$ cat src/rtl/loader_pkg.sv
// Shared types and constants for the instruction-memory boot loader.
package loader_pkg;

    // Loader frame states.
    typedef enum logic [2:0] {
        ST_LEN_LO = 3'd0,
        ST_LEN_HI = 3'd1,
        ST_DATA   = 3'd2,
        ST_CSUM   = 3'd3,
        ST_DONE   = 3'd4,
        ST_ERR    = 3'd5
    } state_e;

    localparam int BYTES_PER_WORD = 4;
    localparam int LEN_W          = 16;

    // True while a frame is being received (bytes may be accepted).
    function automatic logic frame_active(input state_e st);
        return (st == ST_LEN_LO) || (st == ST_LEN_HI) ||
               (st == ST_DATA)   || (st == ST_CSUM);
    endfunction

endpackage

$ cat src/rtl/byte_assembler.sv
// Packs a byte stream into 32-bit little-endian words.
// word_valid/word_data are combinational so the caller can register the
// write strobe in the cycle right after the 4th byte is accepted.
module byte_assembler
    import loader_pkg::*;
(
    input  logic        clk,
    input  logic        reset,
    input  logic        clr,
    input  logic        byte_valid,
    input  logic [7:0]  byte_data,
    output logic        word_valid,
    output logic [31:0] word_data
);

    logic [1:0]  cnt_q;
    logic [31:0] shift_q;

    // Word completes on the last byte slot; newest byte enters at the top.
    always_comb begin
        word_valid = byte_valid && (cnt_q == 2'(BYTES_PER_WORD - 1));
        word_data  = {byte_data, shift_q[31:8]};
    end

    // Byte counter and shift register, cleared on reset or frame restart.
    always_ff @(posedge clk or negedge reset) begin
        if (!reset) begin
            cnt_q   <= 2'd0;
            shift_q <= 32'd0;
        end else if (clr) begin
            cnt_q   <= 2'd0;
            shift_q <= 32'd0;
        end else if (byte_valid) begin
            cnt_q   <= cnt_q + 2'd1;
            shift_q <= word_data;
        end else begin
            cnt_q   <= cnt_q;
            shift_q <= shift_q;
        end
    end

endmodule

$ cat src/rtl/imem_boot_loader.sv
// Framed byte-stream loader: writes the program image into instruction
// memory and releases the core only after a matching XOR checksum.
module imem_boot_loader
    import loader_pkg::*;
#(
    parameter int ADDR_W = 8
) (
    input  logic              clk,
    input  logic              reset,
    input  logic              start,
    input  logic              in_valid,
    input  logic [7:0]        in_data,
    output logic              in_ready,
    output logic              imem_we,
    output logic [ADDR_W-1:0] imem_addr,
    output logic [31:0]       imem_wdata,
    output logic              core_reset,
    output logic              done,
    output logic              error
);

    localparam logic [LEN_W:0] MAX_WORDS = {{LEN_W{1'b0}}, 1'b1} << ADDR_W;

    state_e              state_q;
    logic [7:0]          len_lo_q;
    logic [ADDR_W:0]     len_q;
    logic [ADDR_W:0]     word_cnt_q;
    logic [7:0]          xor_q;
    logic                in_ready_q;
    logic                imem_we_q;
    logic [ADDR_W-1:0]   imem_addr_q;
    logic [31:0]         imem_wdata_q;
    logic                core_reset_q;
    logic                done_q;
    logic                error_q;

    logic                accept_d;
    logic                asm_valid_d;
    logic                word_valid_d;
    logic [31:0]         word_data_d;
    logic [LEN_W:0]      n_ext_d;
    logic [ADDR_W:0]     word_cnt_inc_d;

    // start has priority over an incoming byte, so it masks the handshake.
    assign in_ready   = in_ready_q & ~start;
    assign imem_we    = imem_we_q;
    assign imem_addr  = imem_addr_q;
    assign imem_wdata = imem_wdata_q;
    assign core_reset = core_reset_q;
    assign done       = done_q;
    assign error      = error_q;

    // Handshake decode and frame-field arithmetic.
    always_comb begin
        accept_d       = in_valid & in_ready;
        asm_valid_d    = accept_d & (state_q == ST_DATA);
        n_ext_d        = {1'b0, in_data, len_lo_q};
        word_cnt_inc_d = word_cnt_q + {{ADDR_W{1'b0}}, 1'b1};
    end

    byte_assembler u_asm (
        .clk        (clk),
        .reset      (reset),
        .clr        (start),
        .byte_valid (asm_valid_d),
        .byte_data  (in_data),
        .word_valid (word_valid_d),
        .word_data  (word_data_d)
    );

    // Frame FSM with its counters, checksum accumulator and registered outputs.
    always_ff @(posedge clk or negedge reset) begin
        if (!reset) begin
            state_q      <= ST_LEN_LO;
            len_lo_q     <= 8'd0;
            len_q        <= {(ADDR_W+1){1'b0}};
            word_cnt_q   <= {(ADDR_W+1){1'b0}};
            xor_q        <= 8'd0;
            in_ready_q   <= 1'b1;
            imem_we_q    <= 1'b0;
            imem_addr_q  <= {ADDR_W{1'b0}};
            imem_wdata_q <= 32'd0;
            core_reset_q <= 1'b1;
            done_q       <= 1'b0;
            error_q      <= 1'b0;
        end else begin
            imem_we_q <= 1'b0;
            if (start) begin
                state_q      <= ST_LEN_LO;
                word_cnt_q   <= {(ADDR_W+1){1'b0}};
                xor_q        <= 8'd0;
                in_ready_q   <= 1'b1;
                core_reset_q <= 1'b1;
                done_q       <= 1'b0;
                error_q      <= 1'b0;
            end else begin
                case (state_q)
                    ST_LEN_LO: begin
                        if (accept_d) begin
                            len_lo_q <= in_data;
                            state_q  <= ST_LEN_HI;
                        end
                    end
                    ST_LEN_HI: begin
                        if (accept_d) begin
                            if (n_ext_d > MAX_WORDS) begin
                                state_q    <= ST_ERR;
                                in_ready_q <= 1'b0;
                                error_q    <= 1'b1;
                            end else if (n_ext_d == {(LEN_W+1){1'b0}}) begin
                                state_q <= ST_CSUM;
                            end else begin
                                len_q   <= n_ext_d[ADDR_W:0];
                                state_q <= ST_DATA;
                            end
                        end
                    end
                    ST_DATA: begin
                        if (accept_d) begin
                            xor_q <= xor_q ^ in_data;
                        end
                        if (word_valid_d) begin
                            imem_we_q    <= 1'b1;
                            imem_addr_q  <= word_cnt_q[ADDR_W-1:0];
                            imem_wdata_q <= word_data_d;
                            word_cnt_q   <= word_cnt_inc_d;
                            if (word_cnt_inc_d == len_q) begin
                                state_q <= ST_CSUM;
                            end
                        end
                    end
                    ST_CSUM: begin
                        if (accept_d) begin
                            in_ready_q <= 1'b0;
                            if (in_data == xor_q) begin
                                state_q      <= ST_DONE;
                                done_q       <= 1'b1;
                                core_reset_q <= 1'b0;
                            end else begin
                                state_q <= ST_ERR;
                                error_q <= 1'b1;
                            end
                        end
                    end
                    ST_DONE, ST_ERR: begin
                        in_ready_q <= frame_active(state_q);
                    end
                    default: begin
                        state_q      <= ST_ERR;
                        in_ready_q   <= 1'b0;
                        core_reset_q <= 1'b1;
                        done_q       <= 1'b0;
                        error_q      <= 1'b1;
                    end
                endcase
            end
        end
    end

endmodule

$ cat config.mk
export PLATFORM = sky130hd
export DESIGN_NAME = imem_boot_loader
export DESIGN_NICKNAME = d
export VERILOG_FILES = /design/src/rtl/loader_pkg.sv /design/src/rtl/byte_assembler.sv /design/src/rtl/imem_boot_loader.sv
export SDC_FILE = /design/constraint.sdc
export NUM_CORES = 1
export LEC_CHECK = 0
export ABC_AREA = 1
export CAP_MARGIN = 20
export CORE_UTILIZATION = 56
export CTS_CLUSTER_DIAMETER = 30
export DETAILED_ROUTE_END_ITERATION = 12
export PLACE_DENSITY = 0.89
export SYNTH_ARGS = -nofsm -noshare
export SYNTH_HDL_FRONTEND = slang
export SYNTH_SLANG_ARGS = --single-unit
$ cat constraint.sdc
create_clock -name clk -period 3 [get_ports clk]
set_input_delay 0.6 -clock clk [delete_from_list [all_inputs] [get_ports clk]]
set_output_delay 0.6 -clock clk [all_outputs]
set_load 0.01 [all_outputs]
==> summary.md, run 1 <==
| Metric | Value |
|---|---|
| Slew @ Worst Pin | `0.7227 ns` |
| Final Hold Vio Count | `0` |
| Initial antenna violation count | `0` |
| Data arrival, critical path | `1.86 ns` |
| Fin cells | `696` |
| Die area | `0.008797 sq mm` |
| MaxCap Viol Count | `0` |
| Commonest cells in the netlist | `127 x nand2_1, 106 x dfrtp_1, 71 x inv_1, 60 x o21ai_0` |
| Final instance area | `0.005567 sq mm` |
| H-Tree Depth | `3` |
| Post-synth top area share | `56.22%` |
| GRT Overall Usage | `27.15%` |
| Critical path class | `in -> out` |
| Pre-Repair DR Iteration Count | `5` |
| Tightest Hold Check Type | `in -> async` |
| Max Clk Rate | `406.6 MHz` |
| Hpwl dp | `7.360 mm` |
| Avg Cell Area, Syn | `8.902 sq um` |
| CTS root buf | `clkbuf_8` |
| CTS resizes | `0` |
| Worst R2R Path Depth | `14` |
| DRT iter0 DRCs | `353` |
| Syn Nets | `544` |
| Sequential Power Share | `59.0%` |
| WL/cell | `15.17 um` |
| Slew HR | `51.82%` |
| Status | `finished, final reports clean` |
| Asr flop ratio synth | `100.0%` |
| Most used DFF post-synth | `dfrtp_1` |
| Via count of the first global-routing pass | `3820` |
| Critical-path top delay cell | `clkdlybuf4s50_1` |
| P_int | `1.921 mW` |
| CP startpoint kind | `primary input` |
| TritonCTS Buffers | `9` |
| Yosys cell types | `31` |
| Clock Skew | `0.009072 ns` |
| Final Setup Violations | `0` |
| Share of layout cells above drive strength 1 | `6.091%` |
| Rows | `33` |
| Reg2Reg Setup Slack | `0.96 ns` |
| Final nets | `600` |
| Clk buf depth | `2` |
| Lkg Pwr | `2.602 nW` |
| Top-count cell post-synth | `nand2_1` |
| Worst path cell trace | `clkdlybuf4s50_1, buf_4, nor2_1, clkdlybuf4s50_1` |
| Cell repeated most along the worst path | `clkdlybuf4s50_1` |
| Max-slew violations | `0` |
| Placed cell area | `0.005383 sq mm` |
| First-pass GRT wire length | `18.22 mm` |
| Mapped Cells | `530` |
| Seq cells post-synth | `108` |
| Max VDD drop | `0.2858 mV` |
| Cell Pwr Density | `468.9 mW/mm^2` |
| Area growth from synthesis to layout | `17.98%` |
| Comb pwr share | `9.1%` |
| Clock-pin slew on the worst setup and hold paths | `0.10 ns` |
| Final ANT Viol Nets | `0` |
| Min cycle time layout | `2.459 ns` |
| Post-synth EDFFs | `0` |
| Critical path required time | `2.40 ns` |
| RSZ-0062 raised after global routing | `no` |
| Final Wtd Congestion | `0.9380` |
| Leading area contributor after synthesis | `dfrtp_1` |
| Yosys warns | `0` |
| Clk Latency, worst-skew pair | `0.38 ns` |
| WL final | `10.56 mm` |
| Die height | `93.79 um` |
| Delay of the slowest critical-path stage | `0.54 ns` |
| Starting density of the core | `57.71%` |
| Synth top area cells | `dfrtp_1 56%, nand2_1 10%, o21ai_0 6.4%, inv_1 5.6%, o22ai_1 3.7%` |
| Reg-to-reg critical path startpoint | `word_cnt_q[0]$_DFFE_PN0P_` |
| Crit. End Element | `output pin` |
| Max FO, Critical Path | `9` |
| Sw Ratio | `26.40%` |
| Hold buffers post-CTS | `0` |
| # fillers | `607` |
| Cells after DPL | `680` |
| Total gr overflow | `0` |
| Clk network pwr share | `32.0%` |
| Crit share post-route | `81.97%` |
| I/O Buffers | `56` |
| TritonCTS clock tree | `built` |
| Setup Slack @ Placement | `0.4543 ns` |
| Setup_tns | `0 ns` |
| Ports | `57` |
| Min Hold Slack | `0.2699 ns` |
| Worst reg2reg path endpoint | `state_q[2]$_DFFE_PN0P_` |
| Setup ws final | `0.5408 ns` |
| DIE WIDTH | `93.79 um` |
| Sw Pwr | `0.6891 mW` |
| DRC | `0` |
| Vias | `3844` |
| Synth Cell Area | `0.004718 sq mm` |
| Via density per instance | `5.523` |
| Largest net degree at the start of global routing | `67` |
| Core area | `0.008175 sq mm` |
| Post-CTS setup buffers | `0` |
| Antenna Cells | `0` |
| Clock sinks | `108` |
| Seq/Total Area, Yosys | `57.33%` |
-- critical path: cells and delay by family --
family | cells | cell delay [ns]
buffers and inverters | 3 | 1.16
AND/OR/NAND/NOR | 1 | 0.11
-- power groups by stage --
stage | registers, mW | clock network [mW] | logic [mW]
finish | 1.54 | 0.834 | 0.236
global route | 1.55 | 0.913 | 0.269
CTS | 1.54 | 0.850 | 0.237
detailed placement | 1.57 | 0 | 0.235
global placement | 1.56 | 0 | 0.226
floorplan | 1.56 | 0 | 0.134
-- area by class of cell --
class                   instances  area (sq um)  area share, %
multi-input cells             329          1623          29.15
clock inverters                 6         46.29         0.8316
clock buffers                  10         137.6          2.472
well taps                     105         131.4          2.360
inverters                      74         280.3          5.035
flip-flops and latches        108          2705          48.60
repair buffers                 64         643.1          11.55
-- logic make-up after synthesis --
logic type | Yosys count | synth area share, %
fa+ha+maj | 2 | 0.5303
flops | 108 | 57.33
compound gates | 107 | 12.20
xor+xnor | 10 | 2.148
simple gates | 210 | 19.52
buf+inv | 93 | 8.274
-- worst max-delay path by stage --
stage                     slack [ns]  depth (start not counted)                    endpoint  startpoint
after floorplan                 1.18                         11  imem_wdata[16]$_DFFE_PN0P_       start
after global placement          0.55                          4                    in_ready       start
after detailed placement        0.45                          9   imem_wdata[7]$_DFFE_PN0P_    in_valid
after CTS                       0.53                          4                    in_ready       start
after global routing            0.46                          4                    in_ready       start
final                           0.54                          4                    in_ready       start
-- placed cells by master (no fill, tap or decap), types with 2 or more instances in the layout --
cell	netlist	routed
dfrtp_1	106	106
inv_2	2	2
o21ai_1	3	3
clkinv_2	0	2
nand4_1	10	10
a21oi_1	14	14
clkdlybuf4s50_1	0	55
buf_12	0	2
nor3_1	6	6
inv_1	71	71
nor2_8	2	2
dfstp_2	2	2
nand2_1	127	127
ha_1	2	2
xnor2_1	4	4
clkbuf_8	0	10
nand3_1	30	30
nor2_1	30	30
o21ai_0	60	60
o22ai_1	28	28
buf_4	1	7
xor2_1	5	5
-- sequential cells by signal (all words and copies together), names as in the netlist --
signal	cells
imem_addr	8
xor_q	8
imem_wdata	32
word_cnt_q	9
done	1
u_asm.shift_q	24
error	1
imem_we	1
state_q	3
len_lo_q	8
core_reset	1
in_ready_q	1
u_asm.cnt_q	2
len_q	9
-- routing by layer --
layer  up-vias  global-route usage [%]  share of wire [%]
li1       1834                       -                  -
met4         0                   12.95                2.8
met5         -                       0                  0
met1      1812                   35.96                 41
met2       172                   43.92                 50
met3        26                   4.207                6.2
-- stage by stage --
step	util, %	power [mW]
after floorplan	-	1.694
after global placement	65.84	1.788
after detailed placement	65.84	1.802
after CTS	68.09	2.625
after global routing	68.09	2.727
final	68.09	2.610
(Power assumes the default switching activity.)
==> run 2, diff against run 1 <==
Settings changed: CORE_UTILIZATION 56 to 50, PLACE_DENSITY 0.89 to 0.85.
Clock period 3 ns to 2.2 ns, I/O delays scaled along.
==> run 2 against run 1 <==
  * Power up 37%
  * Clock-buffer cell count unchanged
  * Die area is 12% higher
  * Core utilization decreased by 6.6 points
  * Worst hold slack worse by 0.13 ns
  * Critical endpoint unchanged
  * Flip-flop and latch count did not move
  * First-iteration DRC count shrank 7.6%
==> summary.md, run 2 (same netlist as run 1, synthesis figures left out) <==
| Metric | Value |
|---|---|
| Status | `finished, final reports clean` |
| CTS root buf | `clkbuf_8` |
| Commonest non-fill, non-tap cell in the layout | `nand2_1` |
| Most frequent cells in the layout | `127 x nand2_1, 105 x dfrtp_1, 71 x inv_1, 60 x o21ai_0, 55 x clkdlybuf4s50_1` |
| WL/cell | `14.84 um` |
| Largest net degree at the start of global routing | `109` |
| Final Wtd Congestion | `0.9253` |
| Min cycle time layout | `2.079 ns` |
| Number of flip-flops under the largest register name | `32` |
| # fillers | `745` |
| Die area | `0.009829 sq mm` |
| Ports | `57` |
| MaxCap Viol Count | `0` |
| Reg2Reg Setup Slack | `0.26 ns` |
| Pre-Repair DR Iteration Count | `4` |
| Share of layout cells above drive strength 1 | `7.820%` |
| Worst reg2reg path endpoint | `state_q[2]$_DFFE_PN0P_` |
| Lkg Pwr | `2.647 nW` |
| WL final | `10.57 mm` |
| Delay of the slowest critical-path stage | `0.59 ns` |
| Max FO, Critical Path | `4` |
| Final Hold Vio Count | `0` |
| Reg-to-reg critical path startpoint | `word_cnt_q[0]$_DFFE_PN0P_` |
| TritonCTS clock tree | `built` |
| Setup_tns | `0 ns` |
| Die height | `99.14 um` |
| Final instance area | `0.005652 sq mm` |
| Hold buffers post-CTS | `0` |
| Slew @ Worst Pin | `0.5473 ns` |
| Clock sinks | `108` |
| CP startpoint kind | `flip-flop` |
| Max Clk Rate | `480.9 MHz` |
| Final ANT Viol Nets | `0` |
| Cell Pwr Density | `633.2 mW/mm^2` |
| Clock Skew | `0.01478 ns` |
| Clock-pin slew on the worst setup and hold paths | `0.10 ns` |
| First-pass GRT wire length | `17.66 mm` |
| Max VDD drop | `0.4246 mV` |
| Critical-path top delay cell | `dfstp_2` |
| Setup ws final | `0.1206 ns` |
| Crit share post-route | `94.52%` |
| Clk Latency, worst-skew pair | `0.38 ns` |
| Antenna Cells | `0` |
| Total gr overflow | `0` |
| Initial antenna violation count | `0` |
| H-Tree Depth | `3` |
| Setup Slack @ Placement | `-0.06823 ns` |
| Crit. End Element | `output pin` |
| TritonCTS Buffers | `9` |
| WP buf/inv | `2` |
| Slew HR | `63.51%` |
| I/O Buffers | `56` |
| DRT iter0 DRCs | `326` |
| DRC | `0` |
| Cell family with most CP delay | `buffers and inverters` |
| Worst path cell trace | `inv_1, nor2_1, clkdlybuf4s50_1` |
| Via density per instance | `5.407` |
| Clk buf depth | `2` |
| Rows | `35` |
| GRT Overall Usage | `22.87%` |
| DIE WIDTH | `99.14 um` |
| Area growth from synthesis to layout | `19.78%` |
| Starting density of the core | `51.31%` |
| Vias | `3850` |
| Data arrival, critical path | `1.64 ns` |
| Core area | `0.009196 sq mm` |
| Worst R2R Path Depth | `14` |
| Placed cell area | `0.005458 sq mm` |
| Final nets | `610` |
| Hpwl dp | `7.331 mm` |
| Max-slew violations | `0` |
| Via count of the first global-routing pass | `3667` |
| Final Setup Violations | `0` |
| Critical path class | `reg -> out` |
| Critical path required time | `1.76 ns` |
| Tightest Hold Check Type | `in -> async` |
| RSZ-0062 raised after global routing | `no` |
-- run 2: stage by stage --
step           power [mW]  instances  hold slack [ns]  util [%]
2_1_floorplan       2.311        530           0.1444         -
3_3_place_gp        2.450        695           0.4638     59.35
3_5_place_dp        2.467        695           0.4684     59.35
4_1_cts             3.600        711           0.1583     61.33
5_1_grt             3.724        712           0.1639     61.46
6_report            3.578        712           0.1436     61.46
-- run 2: area by class of cell --
| cell class | instances | area [sq um] | share of cell area (%) |
|---|---|---|---|
| Tap cell | 111 | 138.9 | 2.457 |
| Timing Repair Buffer | 74 | 718.2 | 12.71 |
| Clock buffer | 10 | 127.6 | 2.258 |
| Clock inverter | 6 | 55.05 | 0.9741 |
| Multi-Input combinational cell | 329 | 1625 | 28.76 |
| Inverter | 74 | 280.3 | 4.959 |
| Sequential cell | 108 | 2706 | 47.89 |
-- run 2: worst max-delay path by stage --
| stage | startpoint | end | slack, ns | depth (start not counted) |
|---|---|---|---|---|
| detailed placement | start | state_q[2]$_DFFE_PN0P_ | -0.07 | 12 |
| finish | in_ready_q$_DFFE_PN1P_ | in_ready | 0.12 | 3 |
| global route | word_cnt_q[1]$_DFFE_PN0P_ | state_q[2]$_DFFE_PN0P_ | 0.03 | 14 |
| global placement | start | state_q[2]$_DFFE_PN0P_ | 0.004 | 12 |
| CTS | in_ready_q$_DFFE_PN1P_ | in_ready | 0.10 | 3 |
| floorplan | start | imem_wdata[16]$_DFFE_PN0P_ | 0.54 | 11 |
-- run 2: worst register-to-register path, stage by stage, from the launching register on --
cell and delay, ns:
dfrtp_2 0.44, ha_1 0.23, nand2_1 0.11, inv_1 0.09, nor2_1 0.14, inv_1 0.08
nand2_1 0.06, nand2_1 0.06, nor2_2 0.11, nand2_1 0.06, nor2_1 0.09, nand4_1 0.16
nand2_1 0.15, nand2_1 0.07, nand2_1 0.05
-- run 2: power breakdown --
| group | switching, mW | internal, mW |
|---|---|---|
| Combinational | 0.225 | 0.110 |
| Sequential | 0.0333 | 2.06 |
| Clock | 0.710 | 0.437 |
-- run 2: what timing repair did --
action,in CTS,in global routing
endpoints found under the setup margin,0,3
setup buffers,0,1
gates resized for setup,0,2
-- run 2: layer usage --
metal	up-vias	track usage, %	part of all wire, %
met5	-	0	0
met4	0	7.466	1.8
met3	20	4.708	5.7
met2	128	37.12	50
met1	1858	31.17	43
li1	1844	-	-
